$ cat src/rtl/bch_syndrome_serial_if.sv
// bch_syndrome_serial_if
//   Handshake bundle for the serial BCH syndrome generator.
//   Input side : in_valid / in_bit from the deserialiser, in_ready back.
//   Output side: out_valid / syndromes / err_detected to the error-locator
//                stage, out_ready back.
//   slave  modport: the syndrome generator.
//   master modport: the block feeding bits and consuming syndromes.
interface bch_syndrome_serial_if #(
  parameter int M = 4,
  parameter int T = 2
);
  logic               in_valid;
  logic               in_bit;
  logic               in_ready;
  logic               out_valid;
  logic               out_ready;
  logic [2*T*M-1:0]   syndromes;
  logic               err_detected;

  modport slave (
    input  in_valid,
    input  in_bit,
    input  out_ready,
    output in_ready,
    output out_valid,
    output syndromes,
    output err_detected
  );

  modport master (
    output in_valid,
    output in_bit,
    output out_ready,
    input  in_ready,
    input  out_valid,
    input  syndromes,
    input  err_detected
  );
endinterface

$ cat src/rtl/bch_syndrome_serial.sv
// bch_syndrome_serial
//   Serial syndrome generator for a binary BCH(N,K) code over GF(2^M).
//   Takes one received coefficient per accepted handshake, r_{N-1} first,
//   and evaluates S_j = r(alpha^j), j = 1..2T, by Horner's rule.
//
//   Ports
//     clk    : rising-edge clock
//     rst    : synchronous, active-high reset
//     bus    : bch_syndrome_serial_if.slave
//              in_valid/in_bit/in_ready      - serial coefficient input
//              out_valid/out_ready           - syndrome handoff
//              syndromes[(j-1)*M +: M] = S_j
//              err_detected                  - any S_j nonzero
//     abort  : present only when BCH_SYND_ABORT_EN is defined; drops the
//              frame being accumulated
//
//   Build option: define BCH_SYND_ABORT_EN to add the abort port.
//
//   state  | meaning
//   -------+-------------------------------------------------------
//   ACCUM  | accepting bits, in_ready=1, syndromes accumulating
//   DONE   | frame complete, out_valid=1, outputs held until taken
module bch_syndrome_serial #(
  parameter int         M         = 4,
  parameter int         N         = 15,
  parameter int         T         = 2,
  parameter logic [M:0] PRIM_POLY = 5'b10011
) (
  input  logic clk,
  input  logic rst,
`ifdef BCH_SYND_ABORT_EN
  input  logic abort,
`endif
  bch_syndrome_serial_if.slave bus
);

  localparam int NS = 2 * T;
  localparam int CW = $clog2(N + 1);

  localparam logic [0:0] ST_ACCUM = 1'b0;
  localparam logic [0:0] ST_DONE  = 1'b1;

  logic [0:0]             state;
  logic [CW-1:0]          count;
  logic [NS-1:0][M-1:0]   synd_q;
  logic [NS-1:0][M-1:0]   synd_next;
  logic                   err_q;
  logic                   accept;
  logic                   last_bit;

  // Multiply by alpha: shift up one degree, fold x^M back via PRIM_POLY.
  function automatic logic [M-1:0] mul_alpha(input logic [M-1:0] x);
    mul_alpha = {x[M-2:0], 1'b0} ^ (x[M-1] ? PRIM_POLY[M-1:0] : {M{1'b0}});
  endfunction

  // Horner step per syndrome: S_j * alpha^j + r_i. alpha^j is built as
  // j chained alpha multiplies, which collapses to an XOR network.
  for (genvar j = 0; j < NS; j++) begin : g_synd
    logic [M-1:0] prod;

    always_comb begin
      prod = synd_q[j];
      for (int k = 0; k <= j; k++) begin
        prod = mul_alpha(prod);
      end
    end

    assign synd_next[j] = {prod[M-1:1], prod[0] ^ bus.in_bit};
  end

  // in_ready is gated by rst so it reads low during the reset cycle itself.
  assign bus.in_ready     = (state == ST_ACCUM) && !rst;
  assign bus.out_valid    = (state == ST_DONE);
  assign bus.syndromes    = synd_q;
  assign bus.err_detected = err_q;

  assign accept   = bus.in_valid && bus.in_ready;
  assign last_bit = (count == CW'(N - 1));

  always_ff @(posedge clk) begin
    if (rst) begin
      state  <= ST_ACCUM;
      count  <= '0;
      synd_q <= '0;
      err_q  <= 1'b0;
    end else if (state == ST_ACCUM) begin
`ifdef BCH_SYND_ABORT_EN
      if (abort) begin
        count  <= '0;
        synd_q <= '0;
        err_q  <= 1'b0;
      end else
`endif
      if (accept) begin
        synd_q <= synd_next;
        if (last_bit) begin
          state <= ST_DONE;
          count <= '0;
          err_q <= |synd_next;
        end else begin
          count <= count + CW'(1);
        end
      end
    end else begin
      // Outputs stay frozen until the consumer takes them; the handoff
      // cycle itself accepts no input since in_ready is low in DONE.
      if (bus.out_ready) begin
        state  <= ST_ACCUM;
        synd_q <= '0;
        err_q  <= 1'b0;
      end
    end
  end

endmodule

$ cat src/flat_wrapper.sv
// flat-port wrapper written by rule: the top's interface ports become plain ports
module bch_syndrome_serial_flat 
#(
  parameter int         M         = 4,
  parameter int         N         = 15,
  parameter int         T         = 2,
  parameter logic [M:0] PRIM_POLY = 5'b10011
)
  (clk, rst, bus_in_valid, bus_in_bit, bus_out_ready, bus_in_ready, bus_out_valid, bus_syndromes, bus_err_detected);
  bch_syndrome_serial_if #(.M(M), .T(T)) bus_i ();
  input  logic clk;
  input  logic rst;
  input wire logic [$bits(bus_i.in_valid)-1:0] bus_in_valid;
  input wire logic [$bits(bus_i.in_bit)-1:0] bus_in_bit;
  input wire logic [$bits(bus_i.out_ready)-1:0] bus_out_ready;
  output wire logic [$bits(bus_i.in_ready)-1:0] bus_in_ready;
  output wire logic [$bits(bus_i.out_valid)-1:0] bus_out_valid;
  output wire logic [$bits(bus_i.syndromes)-1:0] bus_syndromes;
  output wire logic [$bits(bus_i.err_detected)-1:0] bus_err_detected;
  assign bus_i.in_valid = bus_in_valid;
  assign bus_i.in_bit = bus_in_bit;
  assign bus_i.out_ready = bus_out_ready;
  assign bus_in_ready = bus_i.in_ready;
  assign bus_out_valid = bus_i.out_valid;
  assign bus_syndromes = bus_i.syndromes;
  assign bus_err_detected = bus_i.err_detected;
  bch_syndrome_serial #(.M(M), .N(N), .T(T), .PRIM_POLY(PRIM_POLY)) u_core (.clk(clk), .rst(rst), .bus(bus_i));
endmodule
$ cat config.mk
export PLATFORM = sky130hd
export DESIGN_NAME = bch_syndrome_serial_flat
export DESIGN_NICKNAME = d
export VERILOG_FILES = /design/src/rtl/bch_syndrome_serial_if.sv /design/src/rtl/bch_syndrome_serial.sv /design/src/flat_wrapper.sv
export SDC_FILE = /design/constraint.sdc
export NUM_CORES = 1
export LEC_CHECK = 0
export CAP_MARGIN = 20
export CORE_MARGIN = 2
export CORE_UTILIZATION = 40
export DETAILED_ROUTE_END_ITERATION = 8
export DONT_BUFFER_PORTS = 1
export PLACE_DENSITY = 0.56
export SLEW_MARGIN = 20
export SYNTH_ARGS = -nofsm -noshare
export SYNTH_HDL_FRONTEND = slang
export SYNTH_SLANG_ARGS = --single-unit
$ cat constraint.sdc
create_clock -name clk -period 2.6 [get_ports clk]
set_input_delay 0.13 -clock clk [delete_from_list [all_inputs] [get_ports clk]]
set_output_delay 0.13 -clock clk [all_outputs]
set_load 0.02 [all_outputs]
==> tab_implementation.tex, run 1 <==
\begin{tabular}{lr}
\hline
Metric & Value \\
\hline
\multicolumn{2}{l}{\textbf{Status}} \\
Result of the run & finished, final reports clean \\
\multicolumn{2}{l}{\textbf{Clocking}} \\
Cells resized by post-CTS repair & 0 \\
Number of buffers between clock root and the deepest sink & 2 \\
Clk Latency, worst-skew pair & 0.31 ns \\
Clock tree root driver cell & sky130\_fd\_sc\_hd\_\_clkbuf\_4 \\
TritonCTS buffer count & 3 \\
Clock sink total & 22 \\
CTS tree & done \\
Number of H-tree branching levels & 1 \\
Clock transition time at the flip-flop clock pins of the worst setup and hold paths & 0.12 ns \\
\multicolumn{2}{l}{\textbf{Logic synthesis}} \\
Share of the synthesized area in the top cell type & 0.402 \\
Leading cell types by total area after synthesis & sky130\_fd\_sc\_hd\_\_dfxtp\_1 40\%, sky130\_fd\_sc\_hd\_\_a21oi\_1 9.6\%, sky130\_fd\_sc\_hd\_\_xor2\_1 6.4\% \\
Number of synthesized register bits & 22 \\
Mean post-synth cell area & 7.88 um2 \\
Cell count after synthesis & 139 \\
Yosys warns & 0 \\
Cell taking the most area after synthesis & sky130\_fd\_sc\_hd\_\_dfxtp\_1 \\
Sequential area share after synthesis & 0.402 \\
Library cells used by synthesis & 31 \\
Syn Std Cell Area & 0.00109 mm2 \\
Mapped Nets & 144 \\
\multicolumn{2}{l}{\textbf{Placement}} \\
Count of input and output buffers & 0 \\
Instance area at placement & 0.00109 mm2 \\
Final Wtd Congestion & 0.755 \\
Post-detail-place hpwl & 1560 um \\
\multicolumn{2}{l}{\textbf{Pwr}} \\
Sw frac & 0.258 \\
Switching component of the power & 144 uW \\
Share of total power in combinational logic & 0.083 \\
Clock power share & 0.277 \\
Total power divided by cell area & 500 mW/mm2 \\
Internal power summed over all cells & 415 uW \\
Sequential cell fraction of total power & 0.641 \\
Max rail drop VDD & 0.000354 V \\
Leakage & 0.411 nW \\
\multicolumn{2}{l}{\textbf{Floorplan}} \\
Ports placed on the boundary & 24 \\
Starting utilization of the core area & 0.430 \\
Placeable core region & 0.00254 mm2 \\
Die ar. & 0.00317 mm2 \\
Die Y-Extent & 56.3 um \\
Number of rows in the core area & 18 \\
Die W & 56.3 um \\
\multicolumn{2}{l}{\textbf{Timing}} \\
Post-route setup TNS & 0 ns \\
Slew at the pin with the worst max-slew slack & 0.710 ns \\
Total count of hold-check failures in the final report & 0 \\
Final Setup Violations & 0 \\
Final period util & 0.673 \\
Minimum hold slack & 0.00692 ns \\
Final Max Slew Viols & 0 \\
Setup repair after global routing missed its margin & no \\
Final worst path period need & 1.75 ns \\
Max Clock Freq & 0.571 GHz \\
Fin Clk Skew & 0.00897 ns \\
Worst slew slack as a fraction of its limit & 0.525 \\
\multicolumn{2}{l}{\textbf{Worst setup path}} \\
Worst R2R Start & u\_core.bus.out\_valid \\
Setup crit start & u\_core.bus.out\_valid \\
Timing endpoint of the critical path & u\_core.bus.syndromes[13] \\
Startpoint kind of the worst setup timing path & flop \\
Worst reg-to-reg setup slack & 0.85 ns \\
Critical path arrival & 1.99 ns \\
Required arrival time at the worst endpoint & 2.84 ns \\
Type of the worst setup path & flop to flop \\
Endpoint class of the critical path & flop \\
Largest fanout on the critical path & 17 \\
Crit Reg-Reg Endpoint & u\_core.bus.syndromes[13] \\
R2R cell count & 3 \\
\multicolumn{2}{l}{\textbf{Finish}} \\
Final Util & 0.440 \\
Final Net Count & 140 \\
Share of cells above drive strength 1 & 0.0451 \\
Post-Layout Inst Area & 0.00112 mm2 \\
Synthesis-to-layout area growth & 2.17\% \\
Antenna diode count & 0 \\
\multicolumn{2}{l}{\textbf{Global routing}} \\
Residual overflow from global routing & 0 \\
Global-route wire length before repair & 4000 um \\
Via count of the first global-routing pass & 840 \\
Antenna violations before repair & 0 \\
Total routing usage reported by global routing & 0.159 \\
Maximum number of pins on one net before global-route repair & 21 \\
\multicolumn{2}{l}{\textbf{Drt}} \\
Per-cell via count in the routed design & 5.70 \\
DRT Wirelength & 2370 um \\
Iteration-0 DRC Markers & 30 \\
Wire length per cell & 14.5 um \\
Total iterations of the first detailed-routing run & 4 \\
Antenna Nets Post-Route & 0 \\
Vias post-DR & 929 \\
Number of DRC violations after detailed routing & 0 \\
\multicolumn{2}{l}{\textbf{Worst hold path}} \\
Number of cells on the worst hold path & 3 \\
Type of the most critical hold path & input port to flop \\
\multicolumn{2}{l}{\textbf{Job}} \\
Max-capacitance violation count & 0 \\
\hline
\end{tabular}
[cell usage in the layout, fill, tap and decap left out, drive strengths merged, types with 3 or more instances in the layout]
master	count
a21oi	21
clkbuf	3
o21ai	10
xor2	8
nor3	4
nor2	14
dfxtp	22
nand3	10
nand3b	5
nand2	12
[stage by stage]
stage,power [mW],std cells,setup WS [ns]
finish,0.559,163,0.850
global route,0.590,163,0.665
CTS,0.567,163,0.834
detailed placement,0.407,159,0.873
global placement,0.406,159,0.901
floorplan,0.405,139,1.06
[power groups by stage]
| stage | Sequential (mW) | Clock, mW | Combinational, mW |
|---|---|---|---|
| after floorplan | 0.363 | 0 | 0.0418 |
| after global placement | 0.366 | 0 | 0.0401 |
| after detailed placement | 0.366 | 0 | 0.0405 |
| after CTS | 0.359 | 0.162 | 0.0465 |
| after global routing | 0.360 | 0.177 | 0.0525 |
| final | 0.358 | 0.155 | 0.0462 |
[cell usage after synthesis]
library cell                 n
sky130_fd_sc_hd__dfxtp_1    22
sky130_fd_sc_hd__a21oi_1    21
sky130_fd_sc_hd__nor2_1     14
sky130_fd_sc_hd__nand2_1    12
sky130_fd_sc_hd__nand3_1    10
sky130_fd_sc_hd__o21ai_0    10
sky130_fd_sc_hd__xor2_1      8
sky130_fd_sc_hd__clkbuf_1    6
sky130_fd_sc_hd__nand3b_1    5
sky130_fd_sc_hd__buf_2       4
sky130_fd_sc_hd__nor3_1      4
sky130_fd_sc_hd__a22o_1      2
sky130_fd_sc_hd__and3_1      2
sky130_fd_sc_hd__nor4_1      2
sky130_fd_sc_hd__a211oi_1    1
sky130_fd_sc_hd__a311oi_1    1
sky130_fd_sc_hd__a31oi_1     1
sky130_fd_sc_hd__and4_1      1
sky130_fd_sc_hd__buf_6       1
sky130_fd_sc_hd__inv_1       1
sky130_fd_sc_hd__mux2i_1     1
sky130_fd_sc_hd__nand4_1     1
sky130_fd_sc_hd__nand4bb_1   1
sky130_fd_sc_hd__nor2b_1     1
sky130_fd_sc_hd__nor3b_1     1
sky130_fd_sc_hd__nor3b_2     1
sky130_fd_sc_hd__o22ai_1     1
sky130_fd_sc_hd__or3_1       1
sky130_fd_sc_hd__or3b_1      1
sky130_fd_sc_hd__or3b_2      1
sky130_fd_sc_hd__xnor2_1     1
[worst max-delay path, cell delays in order, from the launching register on]
cell,delay [ns]
sky130_fd_sc_hd__dfxtp_1,0.45
sky130_fd_sc_hd__or3b_1,0.66
sky130_fd_sc_hd__or3_1,0.43
sky130_fd_sc_hd__a21oi_1,0.14
[layer usage]
metal,part of all wire,wire length [um],global-route usage,vias to the layer above
met4,0.011,25,0.0442,0
met3,0.063,149,0.0645,2
met2,0.46,1080,0.239,20
li1,-,-,-,480
met1,0.47,1110,0.211,427
met5,0,0,0,-
[registers in the layout (all words and copies together), names as in the netlist]
signal,flops
u_core.bus.out_valid,1
u_core.count,4
u_core.bus.err_detected,1
u_core.bus.syndromes,16
[cell type report]
| class | instances | area, um2 |
|---|---|---|
| clock buffers | 3 | 22.5 |
| fillers | 249 | 1430 |
| inverters | 1 | 3.75 |
| multi-input cells | 105 | 597 |
| flip-flops and latches | 22 | 440 |
| well taps | 30 | 37.5 |
| repair buffers | 2 | 17.5 |
[cells by family after synthesis]
kind of cell,synth area share
AOI/OAI and AO/OA,0.184
xor gates and xnor gates,0.0720
buffers and inverters,0.0526
DFF,0.402
muxes,0.00914
and+or+nand+nor,0.280
[worst min-delay path by stage]
stage                        from                      end  slack [ns]
global placement              rst  u_core.bus.syndromes[0]        0.20
CTS                 bus_out_ready     u_core.bus.out_valid       0.004
global route           bus_in_bit  u_core.bus.syndromes[4]       0.003
finish                 bus_in_bit  u_core.bus.syndromes[0]       0.007
floorplan           bus_out_ready     u_core.bus.out_valid        0.31
detailed placement            rst  u_core.bus.syndromes[7]        0.20
[timing repair]
item                                    CTS  global route
hold buffers                              1             0
endpoints found under the setup margin    0             0
setup buffers                             0             0
endpoints found under the hold margin    20             0
Power figures use the tool's default switching activity.
==> run 2, diff against run 1 <==
clock period = 1.7 ns   (was 2.6 ns; I/O delays follow)
==> run 2 against run 1 <==
Compared with the run above: power grew 54%; clock power is 48% higher; worst setup slack worse by 0.60 ns; die area did not move; register-to-register slack worse by 0.60 ns; routed wire length grew 9.6%; clock skew down 0.0031 ns; critical endpoint is now u_core.count[3].
==> tab_implementation.tex, run 2 (synthesis gave the netlist of run 1 again) <==
\begin{tabular}{lr}
\hline
Metric & Value \\
\hline
\multicolumn{2}{l}{\textbf{Status}} \\
Result of the run & finished, final reports clean \\
\multicolumn{2}{l}{\textbf{Worst setup path}} \\
Worst R2R Start & u\_core.bus.out\_valid \\
Type of the worst setup path & flop to flop \\
Largest fanout on the critical path & 18 (+1) \\
Setup crit start & u\_core.bus.out\_valid \\
Endpoint class of the critical path & flop \\
Required arrival time at the worst endpoint & 1.87 ns (-0.97 ns) \\
Critical path arrival & 1.62 ns (-0.37 ns) \\
Startpoint kind of the worst setup timing path & flop \\
\multicolumn{2}{l}{\textbf{Floorplan}} \\
Number of rows in the core area & 18 (unchanged) \\
Die Y-Extent & 56.3 um (unchanged) \\
Die W & 56.3 um (unchanged) \\
Ports placed on the boundary & 24 (unchanged) \\
Placeable core region & 0.00254 mm2 (unchanged) \\
Starting utilization of the core area & 0.430 (unchanged) \\
Die ar. & 0.00317 mm2 (unchanged) \\
\multicolumn{2}{l}{\textbf{Timing}} \\
Fin Clk Skew & 0.00588 ns (-0.00309 ns) \\
Slew at the pin with the worst max-slew slack & 0.769 ns (+0.0593 ns) \\
Final period util & 0.852 (+0.179) \\
Worst slew slack as a fraction of its limit & 0.486 (-0.0397) \\
Total count of hold-check failures in the final report & 0 (unchanged) \\
Post-route setup TNS & 0 ns (unchanged) \\
Setup repair after global routing missed its margin & no \\
Final Setup Violations & 0 (unchanged) \\
Final Max Slew Viols & 0 (unchanged) \\
Final worst path period need & 1.45 ns (-0.302 ns) \\
Max Clock Freq & 0.691 GHz (+21\%) \\
\multicolumn{2}{l}{\textbf{Clocking}} \\
Clk Latency, worst-skew pair & 0.30 ns (about the same) \\
Clock transition time at the flip-flop clock pins of the worst setup and hold paths & 0.11 ns (about the same) \\
Clock sink total & 22 (unchanged) \\
CTS tree & done \\
TritonCTS buffer count & 3 (unchanged) \\
Number of setup buffers added after CTS & 0 (unchanged) \\
Number of H-tree branching levels & 1 (unchanged) \\
Clock tree root driver cell & sky130\_fd\_sc\_hd\_\_clkbuf\_4 \\
Hold bufs inserted after CTS & 3 (+2) \\
Number of buffers between clock root and the deepest sink & 2 (unchanged) \\
Cells resized by post-CTS repair & 0 (unchanged) \\
\multicolumn{2}{l}{\textbf{Finish}} \\
Share of cells above drive strength 1 & 0.0979 (+0.0528) \\
Commonest cells after routing, fill and taps aside & 22 x sky130\_fd\_sc\_hd\_\_dfxtp\_1, 21 x sky130\_fd\_sc\_hd\_\_a21oi\_1, 14 x sky130\_fd\_sc\_hd\_\_nor2\_1, 12 x sky130\_fd\_sc\_hd\_\_nand2\_1 \\
Max FFs per register & 16 (unchanged) \\
Most common cell after layout, fill and taps aside & sky130\_fd\_sc\_hd\_\_dfxtp\_1 \\
Final Net Count & 150 (+7.1\%) \\
Synthesis-to-layout area growth & 9.49\% \\
Number of fill cells in the layout & 274 (+10\%) \\
Antenna diode count & 0 (unchanged) \\
Non-filler instance count after layout & 173 (+6.1\%) \\
\multicolumn{2}{l}{\textbf{Placement}} \\
Count of placed standard cells including taps & 167 (+5.0\%) \\
Count of input and output buffers & 0 (unchanged) \\
Final Wtd Congestion & 0.723 (-4.1\%) \\
Post-detail-place hpwl & 1760 um (+13\%) \\
\multicolumn{2}{l}{\textbf{Pwr}} \\
Leakage & 0.462 nW (+12\%) \\
Total power divided by cell area & 718 mW/mm2 (+44\%) \\
Max rail drop VDD & 0.000423 V (+19\%) \\
\multicolumn{2}{l}{\textbf{Drt}} \\
Wire length per cell & 15.0 um (+3.3\%) \\
DRT Wirelength & 2590 um (+9.6\%) \\
Iteration-0 DRC Markers & 28 (-6.7\%) \\
Vias post-DR & 1002 (+7.9\%) \\
Antenna Nets Post-Route & 0 (unchanged) \\
Per-cell via count in the routed design & 5.79 (+1.6\%) \\
Number of DRC violations after detailed routing & 0 (unchanged) \\
Total iterations of the first detailed-routing run & 4 (unchanged) \\
\multicolumn{2}{l}{\textbf{Worst hold path}} \\
Worst hold start & rst \\
Type of the most critical hold path & input port to flop \\
\multicolumn{2}{l}{\textbf{Global routing}} \\
Antenna violations before repair & 0 (unchanged) \\
Via count of the first global-routing pass & 920 (+9.5\%) \\
Total routing usage reported by global routing & 0.169 (+0.00991) \\
Residual overflow from global routing & 0 (unchanged) \\
Global-route wire length before repair & 4350 um (+8.6\%) \\
Maximum number of pins on one net before global-route repair & 21 (unchanged) \\
\multicolumn{2}{l}{\textbf{Job}} \\
Max-capacitance violation count & 0 (unchanged) \\
\hline
\end{tabular}
==> run 2: changes by cell type in the layout (fill, tap and decap cells not counted), sizes merged <==
cell and change:
dlygate4sd3 +2, buf +8
==> run 2: critical path: stages, from the launching register on <==
cell                      delay (ns)
sky130_fd_sc_hd__dfxtp_1        0.34
sky130_fd_sc_hd__buf_4          0.17
sky130_fd_sc_hd__nor3b_2        0.21
sky130_fd_sc_hd__buf_4          0.26
sky130_fd_sc_hd__nand3_1        0.12
sky130_fd_sc_hd__mux2i_1        0.16
sky130_fd_sc_hd__nor2_1         0.05
==> run 2: stage by stage <==
stage	utilization	hold WS [ns]	setup slack (ns)	power [mW]	area, um2
3_5_place_dp	0.450	0.159	0.284	0.629	1150
3_3_place_gp	0.450	0.157	0.325	0.628	1150
6_report	0.471	0.0204	0.252	0.861	1200
2_1_floorplan	-	0.268	0.158	0.619	1090
4_1_cts	0.471	0.00902	0.244	0.877	1200
5_1_grt	0.471	0.0161	0.110	0.911	1200
==> run 2: final timing paths <==
| path | depth (start not counted) | slack (ns) | endpoint |
|---|---|---|---|
| worst max-delay path | 6 | 0.25 | u_core.count[3] |
| worst max register to register | 6 | 0.25 | u_core.count[3] |
| worst min-delay path | 2 | 0.02 | u_core.bus.syndromes[3] |
| worst min register to register | 2 | 0.51 | u_core.bus.syndromes[10] |
==> run 2: area by class of cell <==
type | instances | area (um2) | share of cell area
multi-input cells | 105 | 597 | 0.498
flip-flops and latches | 22 | 440 | 0.367
repair buffers | 12 | 97.6 | 0.0814
well taps | 30 | 37.5 | 0.0313
clock buffers | 3 | 22.5 | 0.0188
inverters | 1 | 3.75 | 0.00313
==> run 2: per-layer routing <==
layer	global-route usage	routed length, um	vias up	part of all wire
met3	0.0668	157	2	0.061
met1	0.220	1190	470	0.46
met4	0.0306	13	0	0.0050
met5	0	0	-	0
met2	0.267	1240	25	0.48
li1	-	-	505	-
==> run 2: report_power, final <==
group / total (mW) / internal (mW) / switching, mW
logic: 0.0900 / 0.0357 / 0.0543
clock network: 0.229 / 0.0828 / 0.146
registers: 0.542 / 0.524 / 0.0174
total: 0.861 / 0.643 / 0.218
